### config.mk
export PLATFORM = sky130hd
export DESIGN_NAME = multicycle_control_fsm
export DESIGN_NICKNAME = d
export VERILOG_FILES = /design/src/rtl/mips_ctrl_pkg.sv /design/src/rtl/alu_decoder.sv /design/src/rtl/multicycle_control_fsm.sv
export SDC_FILE = /design/constraint.sdc
export NUM_CORES = 1
export LEC_CHECK = 0
export ABC_AREA = 1
export CAP_MARGIN = 20
export CORE_MARGIN = 2
export CORE_UTILIZATION = 34
export DETAILED_ROUTE_END_ITERATION = 10
export MAX_ROUTING_LAYER = met4
export PLACE_DENSITY = 0.73
export SYNTH_ARGS = -nofsm -noshare
export SYNTH_HDL_FRONTEND = slang
export SYNTH_SLANG_ARGS = --single-unit
### constraint.sdc
create_clock -name clk -period 1 [get_ports clk]
set_input_delay 0.15 -clock clk [delete_from_list [all_inputs] [get_ports clk]]
set_output_delay 0.15 -clock clk [all_outputs]
set_load 0.01 [all_outputs]
### src/rtl/mips_ctrl_pkg.sv
// Shared encodings and the state enum for the multicycle MIPS control FSM.
// MIPS_JUMP_EN adds the JEX state and accepts J (Op 000010).
package mips_ctrl_pkg;

  localparam logic [5:0] OP_RTYPE = 6'b000000;
  localparam logic [5:0] OP_LW    = 6'b100011;
  localparam logic [5:0] OP_SW    = 6'b101011;
  localparam logic [5:0] OP_BEQ   = 6'b000100;
  localparam logic [5:0] OP_ADDI  = 6'b001000;
  localparam logic [5:0] OP_J     = 6'b000010;

  localparam logic [5:0] FUNCT_ADD = 6'b100000;
  localparam logic [5:0] FUNCT_SUB = 6'b100010;
  localparam logic [5:0] FUNCT_AND = 6'b100100;
  localparam logic [5:0] FUNCT_OR  = 6'b100101;
  localparam logic [5:0] FUNCT_SLT = 6'b101010;

  localparam logic [3:0] ALU_AND = 4'b0000;
  localparam logic [3:0] ALU_OR  = 4'b0001;
  localparam logic [3:0] ALU_ADD = 4'b0010;
  localparam logic [3:0] ALU_SUB = 4'b0110;
  localparam logic [3:0] ALU_SLT = 4'b0111;

  localparam logic [1:0] SRCB_B       = 2'b00;
  localparam logic [1:0] SRCB_FOUR    = 2'b01;
  localparam logic [1:0] SRCB_IMM     = 2'b10;
  localparam logic [1:0] SRCB_IMM_SH2 = 2'b11;

  localparam logic [1:0] PCSRC_ALURESULT = 2'b00;
  localparam logic [1:0] PCSRC_ALUOUT    = 2'b01;
  localparam logic [1:0] PCSRC_JUMP      = 2'b10;

  typedef enum logic [3:0] {
    S_FETCH,
    S_DECODE,
    S_MEMADR,
    S_MEMRD,
    S_MEMWB,
    S_MEMWR,
    S_EXECUTE,
    S_ALUWB,
    S_BEQEX,
    S_ADDIEX,
    S_ADDIWB
`ifdef MIPS_JUMP_EN
    , S_JEX
`endif
  } state_t;

endpackage

### src/rtl/alu_decoder.sv
// R-type Funct to ALUControl mapping; valid flags the supported Funct codes.
module alu_decoder
  import mips_ctrl_pkg::*;
(
  input  logic [5:0] funct,
  output logic [3:0] alu_control,
  output logic       valid
);

  always_comb begin
    // NOTE: every output is given a default before the case so no path infers a latch.
    alu_control = ALU_ADD;
    valid       = 1'b1;
    case (funct)
      FUNCT_ADD: alu_control = ALU_ADD;
      FUNCT_SUB: alu_control = ALU_SUB;
      FUNCT_AND: alu_control = ALU_AND;
      FUNCT_OR:  alu_control = ALU_OR;
      FUNCT_SLT: alu_control = ALU_SLT;
      default:   valid       = 1'b0;
    endcase
  end

endmodule

### src/rtl/multicycle_control_fsm.sv
// Multicycle MIPS control sequencer: Moore FSM with MemReady-gated memory states.
// Define MIPS_JUMP_EN to enable the J instruction (JEX state).
module multicycle_control_fsm
  import mips_ctrl_pkg::*;
(
  input  logic       clk,
  input  logic       reset,
  input  logic [5:0] Op,
  input  logic [5:0] Funct,
  input  logic       Zero,
  input  logic       MemReady,
  output logic       IorD,
  output logic       MemWrite,
  output logic       IRWrite,
  output logic       PCEn,
  output logic [1:0] PCSrc,
  output logic       ALUSrcA,
  output logic [1:0] ALUSrcB,
  output logic [3:0] ALUControl,
  output logic       RegDst,
  output logic       MemtoReg,
  output logic       RegWrite,
  output logic       InstrDone,
  output logic       Illegal
);

  state_t     state, state_next;
  logic [3:0] rtype_alu;
  logic       funct_valid;
  logic       mem_write, ir_write, pc_write, branch, reg_write, done, illegal;

  alu_decoder u_alu_decoder (
    .funct       (Funct),
    .alu_control (rtype_alu),
    .valid       (funct_valid)
  );

  always_ff @(posedge clk or posedge reset) begin
    // NOTE: non-blocking so the state flop samples only pre-edge values.
    if (reset) state <= S_FETCH;
    else       state <= state_next;
  end

  always_comb begin
    state_next = state;
    IorD       = 1'b0;
    PCSrc      = PCSRC_ALURESULT;
    ALUSrcA    = 1'b0;
    ALUSrcB    = SRCB_B;
    ALUControl = ALU_AND;
    RegDst     = 1'b0;
    MemtoReg   = 1'b0;
    mem_write  = 1'b0;
    ir_write   = 1'b0;
    pc_write   = 1'b0;
    branch     = 1'b0;
    reg_write  = 1'b0;
    done       = 1'b0;
    illegal    = 1'b0;
    case (state)
      S_FETCH: begin
        ALUSrcB    = SRCB_FOUR;
        ALUControl = ALU_ADD;
        ir_write   = MemReady;
        pc_write   = MemReady;
        state_next = MemReady ? S_DECODE : S_FETCH;
      end
      S_DECODE: begin
        ALUSrcB    = SRCB_IMM_SH2;
        ALUControl = ALU_ADD;
        case (Op)
          OP_LW, OP_SW: state_next = S_MEMADR;
          OP_RTYPE: begin
            state_next = funct_valid ? S_EXECUTE : S_FETCH;
            illegal    = ~funct_valid;
          end
          OP_BEQ:  state_next = S_BEQEX;
          OP_ADDI: state_next = S_ADDIEX;
`ifdef MIPS_JUMP_EN
          OP_J:    state_next = S_JEX;
`endif
          default: begin
            state_next = S_FETCH;
            illegal    = 1'b1;
          end
        endcase
      end
      S_MEMADR: begin
        ALUSrcA    = 1'b1;
        ALUSrcB    = SRCB_IMM;
        ALUControl = ALU_ADD;
        state_next = (Op == OP_LW) ? S_MEMRD : (Op == OP_SW) ? S_MEMWR : S_FETCH;
      end
      S_MEMRD: begin
        IorD       = 1'b1;
        state_next = MemReady ? S_MEMWB : S_MEMRD;
      end
      S_MEMWB: begin
        MemtoReg   = 1'b1;
        reg_write  = 1'b1;
        done       = 1'b1;
        state_next = S_FETCH;
      end
      S_MEMWR: begin
        IorD       = 1'b1;
        mem_write  = 1'b1;
        done       = MemReady;
        state_next = MemReady ? S_FETCH : S_MEMWR;
      end
      S_EXECUTE: begin
        ALUSrcA    = 1'b1;
        ALUControl = rtype_alu;
        state_next = S_ALUWB;
      end
      S_ALUWB: begin
        RegDst     = 1'b1;
        reg_write  = 1'b1;
        done       = 1'b1;
        state_next = S_FETCH;
      end
      S_BEQEX: begin
        ALUSrcA    = 1'b1;
        ALUControl = ALU_SUB;
        PCSrc      = PCSRC_ALUOUT;
        branch     = 1'b1;
        done       = 1'b1;
        state_next = S_FETCH;
      end
      S_ADDIEX: begin
        ALUSrcA    = 1'b1;
        ALUSrcB    = SRCB_IMM;
        ALUControl = ALU_ADD;
        state_next = S_ADDIWB;
      end
      S_ADDIWB: begin
        reg_write  = 1'b1;
        done       = 1'b1;
        state_next = S_FETCH;
      end
`ifdef MIPS_JUMP_EN
      S_JEX: begin
        PCSrc      = PCSRC_JUMP;
        pc_write   = 1'b1;
        done       = 1'b1;
        state_next = S_FETCH;
      end
`endif
      default: state_next = S_FETCH;
    endcase
  end

  // Strobes are masked by reset so a pending write is dropped the instant reset rises.
  assign MemWrite  = mem_write & ~reset;
  assign IRWrite   = ir_write  & ~reset;
  assign PCEn      = (pc_write | (branch & Zero)) & ~reset;
  assign RegWrite  = reg_write & ~reset;
  assign InstrDone = done      & ~reset;
  assign Illegal   = illegal   & ~reset;

endmodule

## Yosys cells after proc, flatten, opt, wreduce, memory -nomap -nowiden

Cells that the tools add are included.

- Bitwise logic cells: 10
- Reductions and logical operators: 11
- Multiplexer cells: 24
- Equality and inequality tests: 19

Operators with widths:

| kind | count |
|---|---|
| $eq A6 B6 Y1 const B | 7 |
| $pmux W4 S7 | 1 |
| $eq A4 B3 Y1 const B | 4 |
| $pmux W4 S4 | 1 |
| $reduce_or A4 Y1 | 4 |
| $mux W3 | 5 |
| $eq A4 B4 Y1 const B | 3 |
| $mux W1 | 12 |
| $pmux W3 S4 | 1 |
| $pmux W4 S3 | 1 |
| $eq A4 B2 Y1 const B | 2 |
| $and A1 B1 Y1 | 7 |
| $eq A6 B3 Y1 const B | 1 |
| $eq A6 B4 Y1 const B | 1 |
| $logic_not A6 Y1 | 1 |
| $pmux W2 S3 | 1 |
| $reduce_or A2 Y1 | 3 |
| $reduce_or A5 Y1 | 1 |
| $eq A4 B1 Y1 const B | 1 |
| $logic_not A4 Y1 | 1 |
| $pmux W1 S2 | 2 |
| $reduce_or A3 Y1 | 1 |
| $not A1 Y1 | 2 |
| $or A1 B1 Y1 | 1 |

- Register bits: 4

## Logic depth before layout (Yosys ltp)

Gate-level depths: netlist of run 1.

- Word-level depth: 7
- Mapped depth: 8

## By module

A second synthesis of run 1 with hierarchy kept.

- Cell total of the unflattened synthesis: 135
- Area total of the unflattened synthesis: 693.2 um^2

Modules (own cells, without submodules):

| module | cells an instance | sequential area each (um^2) | area an instance (um^2) | instances |
|---|---|---|---|---|
| multicycle_control_fsm | 105 | 100.1 | 563.0 | 1 |
| alu_decoder | 30 | 0.0 | 130.1 | 1 |

## Least setup slack after synthesis of run 1

OpenSTA, ideal clock, no wires.

- Kind: reg2out
- Start point: register state[3]
- End point: output port Illegal
- Cell stages (with the launch flop): 6
- Setup slack: -0.205 ns
- Required time: 0.850 ns
- Arrival: 1.055 ns
- Path buffers: 0
- Cell sequence: dfrtp_1 > nor2_4 > inv_1 > nor2_2 > nand4_1 > a21oi_1

- Longest elaborated chain between the ends: 3

RTL lines:

| what | RTL line | text |
|---|---|---|
| start: declaration | multicycle_control_fsm.sv:27 | `state_t state, state_next;` |
| start signal: assignment | multicycle_control_fsm.sv:41 | `else state <= state_next;` |
| $eq A4 B1 Y1 | multicycle_control_fsm.sv:60 | `case (state)` |
| $mux W1 | multicycle_control_fsm.sv:60 |  |
| $and A1 B1 Y1 | multicycle_control_fsm.sv:158 | `assign Illegal = illegal & ~reset;` |
| end: declaration | multicycle_control_fsm.sv:24 | `output logic Illegal` |

Every way passes these cells.

## Worst setup path after layout of run 1

- Start point: register state[0]
- End point: output port IorD

- Longest elaborated chain between the ends: 3
- Elaborated cells on any way between the ends: 4
- Those cells by class: eq/ne (2); mux (1); reduce/logical (1)

RTL lines:

| what | RTL line | text |
|---|---|---|
| $eq A4 B3 Y1 / $eq A4 B2 Y1 (equally long branches) | multicycle_control_fsm.sv:60 |  |
| $reduce_or A2 Y1 (no line) (*) | - |  |
| $mux W1 (*) | multicycle_control_fsm.sv:60 |  |
| end: declaration | multicycle_control_fsm.sv:12 | `output logic IorD,` |

Every way passes the cells marked *; elsewhere a longest branch is shown, timed or not.

==> summary.md, run 1 <==
| Metric | Value |
|---|---|
| CP Cell Sequence | `buf_6 -> nand2_2 -> buf_6 -> inv_2 -> nand2_1 -> nand2_1 -> buf_2` |
| Max Cap Viol | `0` |
| Hold Path Class | `in2async` |
| Worst path top cell family by delay | `buffers and inverters` |
| Crit Path Class | `reg2out` |
| I/O pin count | `34` |
| # DRC | `0` |
| Cell internal pwr | `between 500 and 600 uW` |
| Routed len/inst | `approximately 19 um` |
| Slowest stage delay, CP | `0.43 ns` |
| H-tree Lvls | `1` |
| Clk root buf | `clkbuf_4` |
| First-pass GRT wire length | `~4700 um` |
| Core ar. | `approximately 1700 sq um` |
| Clock sinks | `4` |
| CTS max path bufs | `2` |
| Largest Register | `state` |
| Min cycle time layout | `around 1.6 ns` |
| Final hold vios | `0` |
| Combinational power share | `50.5%` |
| Starting Density | `35.4%` |
| Post-route ant nets | `0` |
| Layout area overhead | `154%` |
| Die width | `46.2 um` |
| Top cells by area, synth | `dfrtp_1, inv_1, nand2_1, nor2_1, nand3_1` |
| Predominant post-synthesis flop cell | `dfrtp_1` |
| Antenna violations before repair | `0` |
| Synthesized area | `604 sq um` |
| # diodes | `0` |
| Placed Instance Area | `1210 sq um` |
| WHS | `approximately 0.26 ns` |
| # rows | `15` |
| Max FFs per register | `4` |
| Clk_lat worst skew | `0.27 ns` |
| Sequential area share after synthesis | `approximately 17%` |
| Iter 0 DRT Violations | `40` |
| Die H | `46.2 um` |
| Gr busiest metal | `met2` |
| Via/cell ratio | `5.31` |
| Psw | `351 uW` |
| Synth unique cells | `20` |
| Slowest-stage cell, CP | `dfrtp_1` |
| Post-synth top area cell | `dfrtp_1` |
| GRT met1 Usage | `between 20% and 30%` |
| Number of flops mapped to enable cells by yosys | `0` |
| Sw Share | `38.8%` |
| RD Place Congestion | `0.883` |
| Grt ovf | `0` |
| Largest net degree at the start of global routing | `6` |
| IO buf count | `31` |
| Via count | `between 1000 and 1500` |
| Detailed Place HPWL | `around 1800 um` |
| Clk_skew | `about 0.0065 ns` |
| Max Fclk | `around 610 MHz` |
| Power per standard cell area | `589 nW/um^2` |
| Sequential fraction of design power | `between 10% and 20%` |
| Met3 Use GR | `a little over 10%` |
| Final setup margin | `-0.638 ns` |
| Share of async-settable or async-resettable flops after synthesis | `100%` |
| Tot GR Track Use | `32.4%` |
| Share of the synthesized area in the top cell type | `16.6%` |
| Place WS | `-0.924 ns` |
| Clock share of power | `29.9%` |
| Drt total wl | `4060 um` |
| Synth warn | `0` |
| Post-route cell area | `1540 sq um` |
| Die ar. | `approximately 2100 sq um` |
| CTS tree | `done` |
| Layout cell share with drive strength beyond 1 | `68.8%` |
| Critical path startpoint category | `flop` |
| Met2 Use GR | `56.7%` |
| Critical Path AT | `1.49 ns` |
| Clock-pin slew on the worst setup and hold paths | `roughly 0.050 ns` |
| Failing checks | `negative setup slack` |
| Period utilisation layout | `164%` |
| CP required | `0.85 ns` |
| Number of global-route vias before repair | `1078` |
| First-pass DRT Iterations | `4` |
| Post-synthesis area per instance | `between 5 and 6 sq um` |
| Status | `finished with violations` |
| Setup TNS | `-10.33 ns` |
| Setup crit end kind | `output port` |
| Final net count | `between 200 and 250` |
| Lkg Pwr | `around 0.0008 uW` |
| Fin util | `90.0%` |
| Count of state elements after synthesis | `4` |
| Worst vdd ir | `0.877 mV` |
| Largest registers | `state (4)` |
| Max-slew violations | `0` |
| Setup violators final | `20` |
| Syn Inst Count | `between 100 and 150` |
| Top fanout value on the critical path | `2` |
| Synth top cells by count | `inv_1, nand2_1, nor2_1, nand3_1` |
| RSZ-0062 raised after global routing | `true` |
| TritonCTS Buffers | `3` |
| WP buf/inv | `4` |
## metrics by stage
step | power (uW) | instances
floorplan | 297 | 111
finish | 905 | 217
detailed placement | 490 | 195
global route | 973 | 217
global placement | 484 | 195
CTS | 785 | 208
## power groups by stage
stage	clock (uW)	sequential [uW]	combinational [uW]
floorplan	0	176	121
global placement	0	175	310
finish	270	178	457
detailed placement	0	175	315
CTS	243	174	367
global route	316	178	479
## cells by family after synthesis
family | after synthesis | share of synthesized area (%)
and+or+nand+nor | 67 | 51.3
buffers and inverters | 25 | 17.4
DFF | 4 | 16.6
AOI/OAI and AO/OA | 13 | 14.1
other | 1 | 0.621
## cell usage in the layout, fill, tap and decap left out, types with 2 or more instances in the layout
cell type | netlist | routed
buf_4 | 3 | 37
nor2_4 | 1 | 10
dlygate4sd2_1 | 0 | 3
buf_2 | 0 | 14
nand3_2 | 0 | 4
nor2_2 | 6 | 9
dlymetal6s2s_1 | 0 | 2
buf_6 | 0 | 14
nand2_2 | 3 | 8
clkdlybuf4s50_1 | 0 | 10
nor3_2 | 0 | 2
nand3_1 | 12 | 7
nor2_1 | 19 | 7
nand2_1 | 19 | 9
a21oi_2 | 2 | 6
nand4_1 | 3 | 3
clkbuf_4 | 0 | 3
conb_1 | 1 | 2
dfrtp_2 | 0 | 3
inv_1 | 19 | 11
nand2_8 | 0 | 2
o21ai_1 | 0 | 2
inv_2 | 3 | 9
nand2_4 | 0 | 3
## final cells by class
cell class / instances / area (sq um)
Inverter: 22 / 90.1
Multi-Input combinational cell: 82 / 629
Clock buffer: 4 / 26.3
Fill cell: 79 / 170
Tap cell: 25 / 31.3
Sequential cell: 4 / 104
Timing Repair Buffer: 80 / 657
## path summary, 6_finish.rpt
path | from | to | slack [ns] | depth (start not counted)
max in group asynchronous | reset | state[1]$_DFF_PP0_ | 0.61 | 3
max reg2reg | state[0]$_DFF_PP0_ | state[2]$_DFF_PP0_ | -0.53 | 9
min in group clk | Op[2] | state[0]$_DFF_PP0_ | 0.44 | 4
min reg2reg | state[3]$_DFF_PP0_ | state[3]$_DFF_PP0_ | 0.93 | 5
min | reset | state[3]$_DFF_PP0_ | 0.26 | 3
max | state[0]$_DFF_PP0_ | IorD | -0.64 | 7
## timing repair
item / 4_1_cts / 5_1_grt
endpoints found under the setup margin: 20 / 20
gates resized for setup: 102 / 38
buffers inserted: 12 / 10
pin swaps: 10 / 12
hold buffers: 0 / 0
## worst reg2reg max path, stage by stage (launching register included)
cell,delay [ns]
dfrtp_1,0.43
buf_6,0.16
nand2_2,0.11
buf_6,0.13
inv_2,0.05
nand2_1,0.11
buf_4,0.14
o211ai_2,0.08
a21oi_2,0.11
nand2_1,0.08
## layer usage
layer	vias to the layer above	part of all wire, %
met3	28	7.1
met5	-	0
met4	0	6.4
li1	511	-
met2	90	52
met1	524	34
No activity file was read; power rests on OpenSTA's default activity.
==> run 2: changes to the inputs <==
--- a/config.mk
+++ b/config.mk
@@ -6,6 +6,7 @@
 export NUM_CORES = 1
 export LEC_CHECK = 0
 export ABC_AREA = 1
+export ABC_CLOCK_PERIOD_IN_PS = 1000
 export CAP_MARGIN = 20
 export CORE_MARGIN = 2
 export CORE_UTILIZATION = 34
==> results of run 2 <==
Same layout as run 1: the final DEF is identical, and so are final timing and power.
